$ cat config.mk
export PLATFORM = sky130hd
export DESIGN_NAME = logsys_cpld_slave_flat
export DESIGN_NICKNAME = d
export VERILOG_FILES = /design/src/rtl/logsys_cpld_slave_pkg.sv /design/src/rtl/logsys_cpld_slave_if.sv /design/src/rtl/logsys_cpld_slave_sync.sv /design/src/rtl/logsys_cpld_slave.sv /design/src/flat_wrapper.sv
export SDC_FILE = /design/constraint.sdc
export NUM_CORES = 1
export LEC_CHECK = 0
export ABC_AREA = 1
export BUFFER_PORTS_ARGS = -buffer_cell sky130_fd_sc_hd__buf_2
export CORE_UTILIZATION = 34
export CTS_BUF_LIST = sky130_fd_sc_hd__clkbuf_8
export CTS_CLUSTER_SIZE = 30
export DETAILED_ROUTE_END_ITERATION = 7
export HOLD_SLACK_MARGIN = 0.1
export PLACE_DENSITY = 0.52
export SKIP_LAST_GASP = 1
export SYNTH_ARGS = -nofsm -noshare
export SYNTH_HDL_FRONTEND = slang
export SYNTH_HIERARCHICAL = 1
export SYNTH_SLANG_ARGS = --single-unit
$ cat constraint.sdc
create_clock -name clk -period 1.4 [get_ports clk]
set_input_delay 0.28 -clock clk [delete_from_list [all_inputs] [get_ports clk]]
set_output_delay 0.28 -clock clk [all_outputs]
set_load 0.03 [all_outputs]
$ cat src/rtl/logsys_cpld_slave_pkg.sv
// Shared constants and the status-word builder for the LOGSYS CPLD link responder.
package logsys_cpld_pkg;
  localparam int FRAME_LEN    = 16;
  localparam int ST_DIP_LSB   = 1;
  localparam int ST_NAV_LSB   = 9;
  localparam int ST_REQ_BIT   = 14;
  localparam int LED_W        = 8;
  localparam int NAV_W        = 5;
  localparam int DIP_W        = 8;
  localparam int SEG_W        = 8;
  localparam int BLANK_CYCLES = 16;

  typedef logic [FRAME_LEN-1:0] frame_t;

  function automatic frame_t status_word(input logic [DIP_W-1:0] dip,
                                         input logic [NAV_W-1:0] nav,
                                         input logic             req);
    frame_t w;
    w = '0;
    w[ST_DIP_LSB +: DIP_W] = dip;
    w[ST_NAV_LSB +: NAV_W] = nav;
    w[ST_REQ_BIT]          = req;
    return w;
  endfunction
endpackage

$ cat src/rtl/logsys_cpld_slave_if.sv
// Four-wire serial link between the FPGA SimpleIO master and the CPLD responder.
interface logsys_cpld_slave_if;
  logic cpld_clk;
  logic cpld_load;
  logic cpld_mosi;
  logic cpld_miso;

  modport master (output cpld_clk, output cpld_load, output cpld_mosi, input cpld_miso);
  modport slave  (input cpld_clk, input cpld_load, input cpld_mosi, output cpld_miso);
endinterface

$ cat src/rtl/logsys_cpld_slave_sync.sv
// 2-flop synchronizer with one extra register for edge detection (cpld_sync_edge).
module cpld_sync_edge #(
  parameter int W = 1
) (
  input  logic         clk,
  input  logic         rst,
  input  logic [W-1:0] d,
  output logic [W-1:0] level,
  output logic [W-1:0] rise,
  output logic [W-1:0] fall
);
  logic [W-1:0] s1_q, s2_q, prev_q;

  always_ff @(posedge clk) begin
    if (rst) begin
      s1_q   <= '0;
      s2_q   <= '0;
      prev_q <= '0;
    end else begin
      s1_q   <= d;
      s2_q   <= s1_q;
      prev_q <= s2_q;
    end
  end

  assign level = s2_q;
  assign rise  = s2_q & ~prev_q;
  assign fall  = ~s2_q & prev_q;
endmodule

$ cat src/rtl/logsys_cpld_slave.sv
// LOGSYS CPLD link responder: shifts 16-bit frames, drives LEDs and a 2-digit muxed display.
// Optional link watchdog enabled by defining CPLD_LINK_WDT_EN.
module logsys_cpld_slave
  import logsys_cpld_pkg::*;
#(
  parameter int CLK_FREQ_HZ = 16000000,
  parameter int MUX_DIV     = 16000,
  parameter int WDT_CYCLES  = 160000
) (
  input  logic              clk,
  input  logic              rst,
  logsys_cpld_slave_if.slave lnk,
  input  logic [DIP_W-1:0]  dipsw,
  input  logic [NAV_W-1:0]  navsw,
  output logic [LED_W-1:0]  led,
  output logic [SEG_W-1:0]  seg,
  output logic [1:0]        dig_en,
  output logic              link_ok
);
  localparam int CNT_W = $clog2(MUX_DIV);
  // Clock rate only matters as an oversampling bound on the link; nothing derives from it.
  localparam int unused_clk_freq_hz = CLK_FREQ_HZ;

  logic clk_s, clk_rise, clk_fall;
  logic load_s, mosi_s;
  logic [DIP_W-1:0] dip_s;
  logic [NAV_W-1:0] nav_s;
  logic [DIP_W+NAV_W+1:0] lvl_rise_unused, lvl_fall_unused;
  logic clk_s_unused;

  cpld_sync_edge #(.W(1)) u_clk_sync (
    .clk(clk), .rst(rst), .d(lnk.cpld_clk),
    .level(clk_s), .rise(clk_rise), .fall(clk_fall)
  );

  cpld_sync_edge #(.W(DIP_W+NAV_W+2)) u_lvl_sync (
    .clk(clk), .rst(rst), .d({lnk.cpld_load, lnk.cpld_mosi, dipsw, navsw}),
    .level({load_s, mosi_s, dip_s, nav_s}),
    .rise(lvl_rise_unused), .fall(lvl_fall_unused)
  );
  assign clk_s_unused = clk_s;

  frame_t rx_q, rx_d, tx_q, tx_d;
  logic [LED_W-1:0] led_q, led_d;
  logic [SEG_W-1:0] disp1_q, disp1_d, disp2_q, disp2_d, seg_q, seg_d;
  logic [1:0] dig_en_q, dig_en_d;
  logic req_sel_q, req_sel_d, link_ok_q, link_ok_d, miso_q, miso_d, slot_q, slot_d;
  logic [CNT_W-1:0] mux_cnt_q, mux_cnt_d;
`ifdef CPLD_LINK_WDT_EN
  localparam int WDT_W = $clog2(WDT_CYCLES + 1);
  logic [WDT_W-1:0] wdt_q, wdt_d;
`else
  localparam int unused_wdt_cycles = WDT_CYCLES;
`endif

  always_comb begin
    rx_d      = rx_q;
    tx_d      = tx_q;
    led_d     = led_q;
    disp1_d   = disp1_q;
    disp2_d   = disp2_q;
    req_sel_d = req_sel_q;
    link_ok_d = link_ok_q;
    miso_d    = tx_q[0];
    mux_cnt_d = mux_cnt_q;
    slot_d    = slot_q;
`ifdef CPLD_LINK_WDT_EN
    wdt_d = wdt_q;
    if (clk_rise || clk_fall) begin
      wdt_d = '0;
    end else if (wdt_q != WDT_W'(WDT_CYCLES)) begin
      wdt_d = wdt_q + 1'b1;
    end
    // A stalled link blanks the board; a later load edge below overrides this.
    if (wdt_q == WDT_W'(WDT_CYCLES)) begin
      link_ok_d = 1'b0;
      led_d     = '0;
      disp1_d   = '0;
      disp2_d   = '0;
      req_sel_d = 1'b0;
    end
`endif

    if (clk_rise) begin
      rx_d = {mosi_s, rx_q[FRAME_LEN-1:1]};
    end

    if (clk_fall) begin
      if (!load_s) begin
        tx_d = {1'b0, tx_q[FRAME_LEN-1:1]};
      end else begin
        led_d = rx_q[LED_W-1:0];
        if (req_sel_q) begin
          disp1_d = rx_q[FRAME_LEN-1:LED_W];
        end else begin
          disp2_d = rx_q[FRAME_LEN-1:LED_W];
        end
        req_sel_d = ~req_sel_q;
        tx_d      = status_word(dip_s, nav_s, ~req_sel_q);
        link_ok_d = 1'b1;
      end
    end

    if (mux_cnt_q == CNT_W'(MUX_DIV - 1)) begin
      mux_cnt_d = '0;
      slot_d    = ~slot_q;
    end else begin
      mux_cnt_d = mux_cnt_q + 1'b1;
    end

    // Digit enables stay off at the start of each slot so the old segments never ghost.
    if (mux_cnt_q < CNT_W'(BLANK_CYCLES)) begin
      dig_en_d = 2'b00;
    end else begin
      dig_en_d = slot_q ? 2'b10 : 2'b01;
    end
    seg_d = slot_q ? disp2_q : disp1_q;
  end

  always_ff @(posedge clk) begin
    if (rst) begin
      rx_q      <= '0;
      tx_q      <= '0;
      led_q     <= '0;
      disp1_q   <= '0;
      disp2_q   <= '0;
      seg_q     <= '0;
      dig_en_q  <= '0;
      req_sel_q <= 1'b0;
      link_ok_q <= 1'b0;
      miso_q    <= 1'b0;
      slot_q    <= 1'b0;
      mux_cnt_q <= '0;
`ifdef CPLD_LINK_WDT_EN
      wdt_q     <= '0;
`endif
    end else begin
      rx_q      <= rx_d;
      tx_q      <= tx_d;
      led_q     <= led_d;
      disp1_q   <= disp1_d;
      disp2_q   <= disp2_d;
      seg_q     <= seg_d;
      dig_en_q  <= dig_en_d;
      req_sel_q <= req_sel_d;
      link_ok_q <= link_ok_d;
      miso_q    <= miso_d;
      slot_q    <= slot_d;
      mux_cnt_q <= mux_cnt_d;
`ifdef CPLD_LINK_WDT_EN
      wdt_q     <= wdt_d;
`endif
    end
  end

  assign lnk.cpld_miso = miso_q;
  assign led           = led_q;
  assign seg           = seg_q;
  assign dig_en        = dig_en_q;
  assign link_ok       = link_ok_q;
endmodule

$ cat src/flat_wrapper.sv
// flat-port wrapper written by rule: the top's interface ports become plain ports
module logsys_cpld_slave_flat import logsys_cpld_pkg::*;
#(
  parameter int CLK_FREQ_HZ = 16000000,
  parameter int MUX_DIV     = 16000,
  parameter int WDT_CYCLES  = 160000
)
  (clk, rst, dipsw, navsw, led, seg, dig_en, link_ok, lnk_cpld_clk, lnk_cpld_load, lnk_cpld_mosi, lnk_cpld_miso);
  logsys_cpld_slave_if lnk_i ();
  input  logic clk;
  input  logic rst;
  input  logic [DIP_W-1:0] dipsw;
  input  logic [NAV_W-1:0] navsw;
  output logic [LED_W-1:0] led;
  output logic [SEG_W-1:0] seg;
  output logic [1:0] dig_en;
  output logic link_ok;
  input wire logic [$bits(lnk_i.cpld_clk)-1:0] lnk_cpld_clk;
  input wire logic [$bits(lnk_i.cpld_load)-1:0] lnk_cpld_load;
  input wire logic [$bits(lnk_i.cpld_mosi)-1:0] lnk_cpld_mosi;
  output wire logic [$bits(lnk_i.cpld_miso)-1:0] lnk_cpld_miso;
  assign lnk_i.cpld_clk = lnk_cpld_clk;
  assign lnk_i.cpld_load = lnk_cpld_load;
  assign lnk_i.cpld_mosi = lnk_cpld_mosi;
  assign lnk_cpld_miso = lnk_i.cpld_miso;
  logsys_cpld_slave #(.CLK_FREQ_HZ(CLK_FREQ_HZ), .MUX_DIV(MUX_DIV), .WDT_CYCLES(WDT_CYCLES)) u_core (.clk(clk), .rst(rst), .lnk(lnk_i), .dipsw(dipsw), .navsw(navsw), .led(led), .seg(seg), .dig_en(dig_en), .link_ok(link_ok));
endmodule
==> results.txt <==
outcome: complete, no violations
hold path start: rst
CTS tree: built
clock sink count: 116
Setup Buffers After CTS: 0
Hold Crit Depth: 3
WHS: 289.0 ps
most common cell after layout, fill and taps aside: nor2_1
CTS Root Cell: clkbuf_8
maxcap violations: 0
commonest cells after routing, fill and taps aside: nor2_1, dfxtp_1, inv_1, nand2_1, o21ai_0
RePlAce Congestion: 0.8029
FF-to-FF Start: u_core/mux_cnt_q[0]
Post-Place Worst Slack: 62.86 ps
antenna violations before repair: 0
row count: 40
core area: 12060 sq um
Syn-to-layout area delta: 22.77%
RSZ-0062 raised after global routing: no
die area: 12880 sq um
worst reg2reg path endpoint: u_core/mux_cnt_q[2]
HP Class: in -> reg
crit path time final: 1282 ps
CTS H-tree depth: 4
area post-placement: 4539 sq um
DRC marker count from the first detailed-route iteration: 124
cells after synthesis: 524
port bufs: 37
CP endpoint kind: flop
GR Overflow Total: 0
clock buffer depth: 2
final net count: 603
vias per cell: 4.173
Crit Path Max Fanout: 7
CP required: 1720 ps
final worst slack: 118.5 ps
pin count of the biggest net entering global routing: 63
VDD IR max: 0.7437 mV
CP arrival: 1600 ps
Synthesis Warnings: 6
P per Cell Area: 1362 nW/um^2
die height: 113.5 um
setup_tns: 0 ps
Post-Route WL: 7269 um
antenna viol nets, final: 0
Die W: 113.5 um
worst skew pair latency: 420 ps
final setup fails: 0
Setup CP Type: reg -> reg
Relative slew margins: 0.6479
synthesized area per cell: 8.064 sq um
Post-Syn Nets: 543
hpwl dp: 4604 um
Remaining DRCs: 0
number of global-route vias before repair: 2949
leak pwr: 0.002315 uW
Synth Cell Area: 4225 sq um
reg-to-reg slack, setup: 120 ps
global-route usage over all layers: 0.1277
final-report max-slew violation count: 0
CTS clk-pin slew, worst paths: 70 ps
first-pass GRT wire length: 12870 um
Initial Util: 0.3503
Final Cycle Share: 0.9154
worst-margin pin slew: 527.5 ps
vias: 3192
Clock Skews: 9.707 ps
n_diodes: 0
drt wl/cell: 9.502 um
Worst Hold End: u_core/req_sel_q
Design Area, Final: 5187 sq um
Max Freq: 780.3 MHz
R2R cell count: 6
Final Hold Vio Count: 0
Detailed Routing Iterations Pass 1: 4
number of placed I/O pins: 38
CP startpoint kind: flop
total clock buffers created by CTS: 17
share of cells above drive strength 1: 0.1675
-- how the worst max path moves through the flow --
| stage | slack, ps | cells past startpoint | startpoint | endpoint |
|---|---|---|---|---|
| detailed placement | 60 | 6 | u_core/mux_cnt_q[0] | u_core/mux_cnt_q[9] |
| finish | 120 | 6 | u_core/mux_cnt_q[0] | u_core/mux_cnt_q[2] |
| global placement | 120 | 6 | u_core/mux_cnt_q[0] | u_core/mux_cnt_q[8] |
| CTS | 50 | 6 | u_core/mux_cnt_q[0] | u_core/mux_cnt_q[9] |
| global route | 3 | 7 | u_core/mux_cnt_q[0] | u_core/slot_q |
| floorplan | 110 | 7 | u_core/mux_cnt_q[0] | u_core/mux_cnt_q[8] |
-- per-layer routing --
metal | vias up | global-route usage | share of wire
li1 | 1749 | - | -
met5 | - | 0 | 0
met3 | 9 | 0.03826 | 0.031
met1 | 1389 | 0.1586 | 0.50
met2 | 45 | 0.1967 | 0.46
met4 | 0 | 0.07368 | 0.016
-- critical path: stages, from the launching register on --
cell,delay (ps)
dfxtp_2,350
ha_2,210
nand3_2,140
nor2_4,140
nand3_4,140
nand2_8,150
nor3_1,50
-- flip-flops by register name (all words and copies together), names as in the netlist, 2 cells and up --
register and count:
u_core/dig_en 2, u_core/disp1_q 8, u_core/disp2_q 8, u_core/led 8, u_core/mux_cnt_q 14, u_core/rx_q 16
u_core/seg 8, u_core/tx_q 15, u_core/u_lvl_sync/level 15, u_core/u_lvl_sync/s1_q 15
-- stage by stage --
step                std cells    util  power, uW
floorplan                 524       -       3693
global placement          716  0.3763       3744
detailed placement        716  0.3763       3751
CTS                       764  0.4263       7162
global route              765  0.4301       7374
finish                    765  0.4301       7064
-- report_power, final --
part	internal [uW]	total (uW)	switching (uW)
clock	2030	3350	1320
combinational	123	278	155
sequential	3390	3430	43.3
-- area by class of cell --
type | instances | area, sq um
Multi-Input combinational cell | 309 | 1486
Clock buffer | 19 | 261.5
Clock inverter | 13 | 181.4
Fill cell | 1181 | 6874
Timing Repair Buffer | 63 | 432.9
Tap cell | 168 | 210.2
Inverter | 77 | 291.5
Sequential cell | 116 | 2323
-- repair_timing --
action                                  in CTS  in global routing
endpoints found under the setup margin       0                 22
resized for setup                            0                  6
hold endpoints to repair                    16                  0
hold buffers                                16                  0
(Power assumes the default switching activity.)
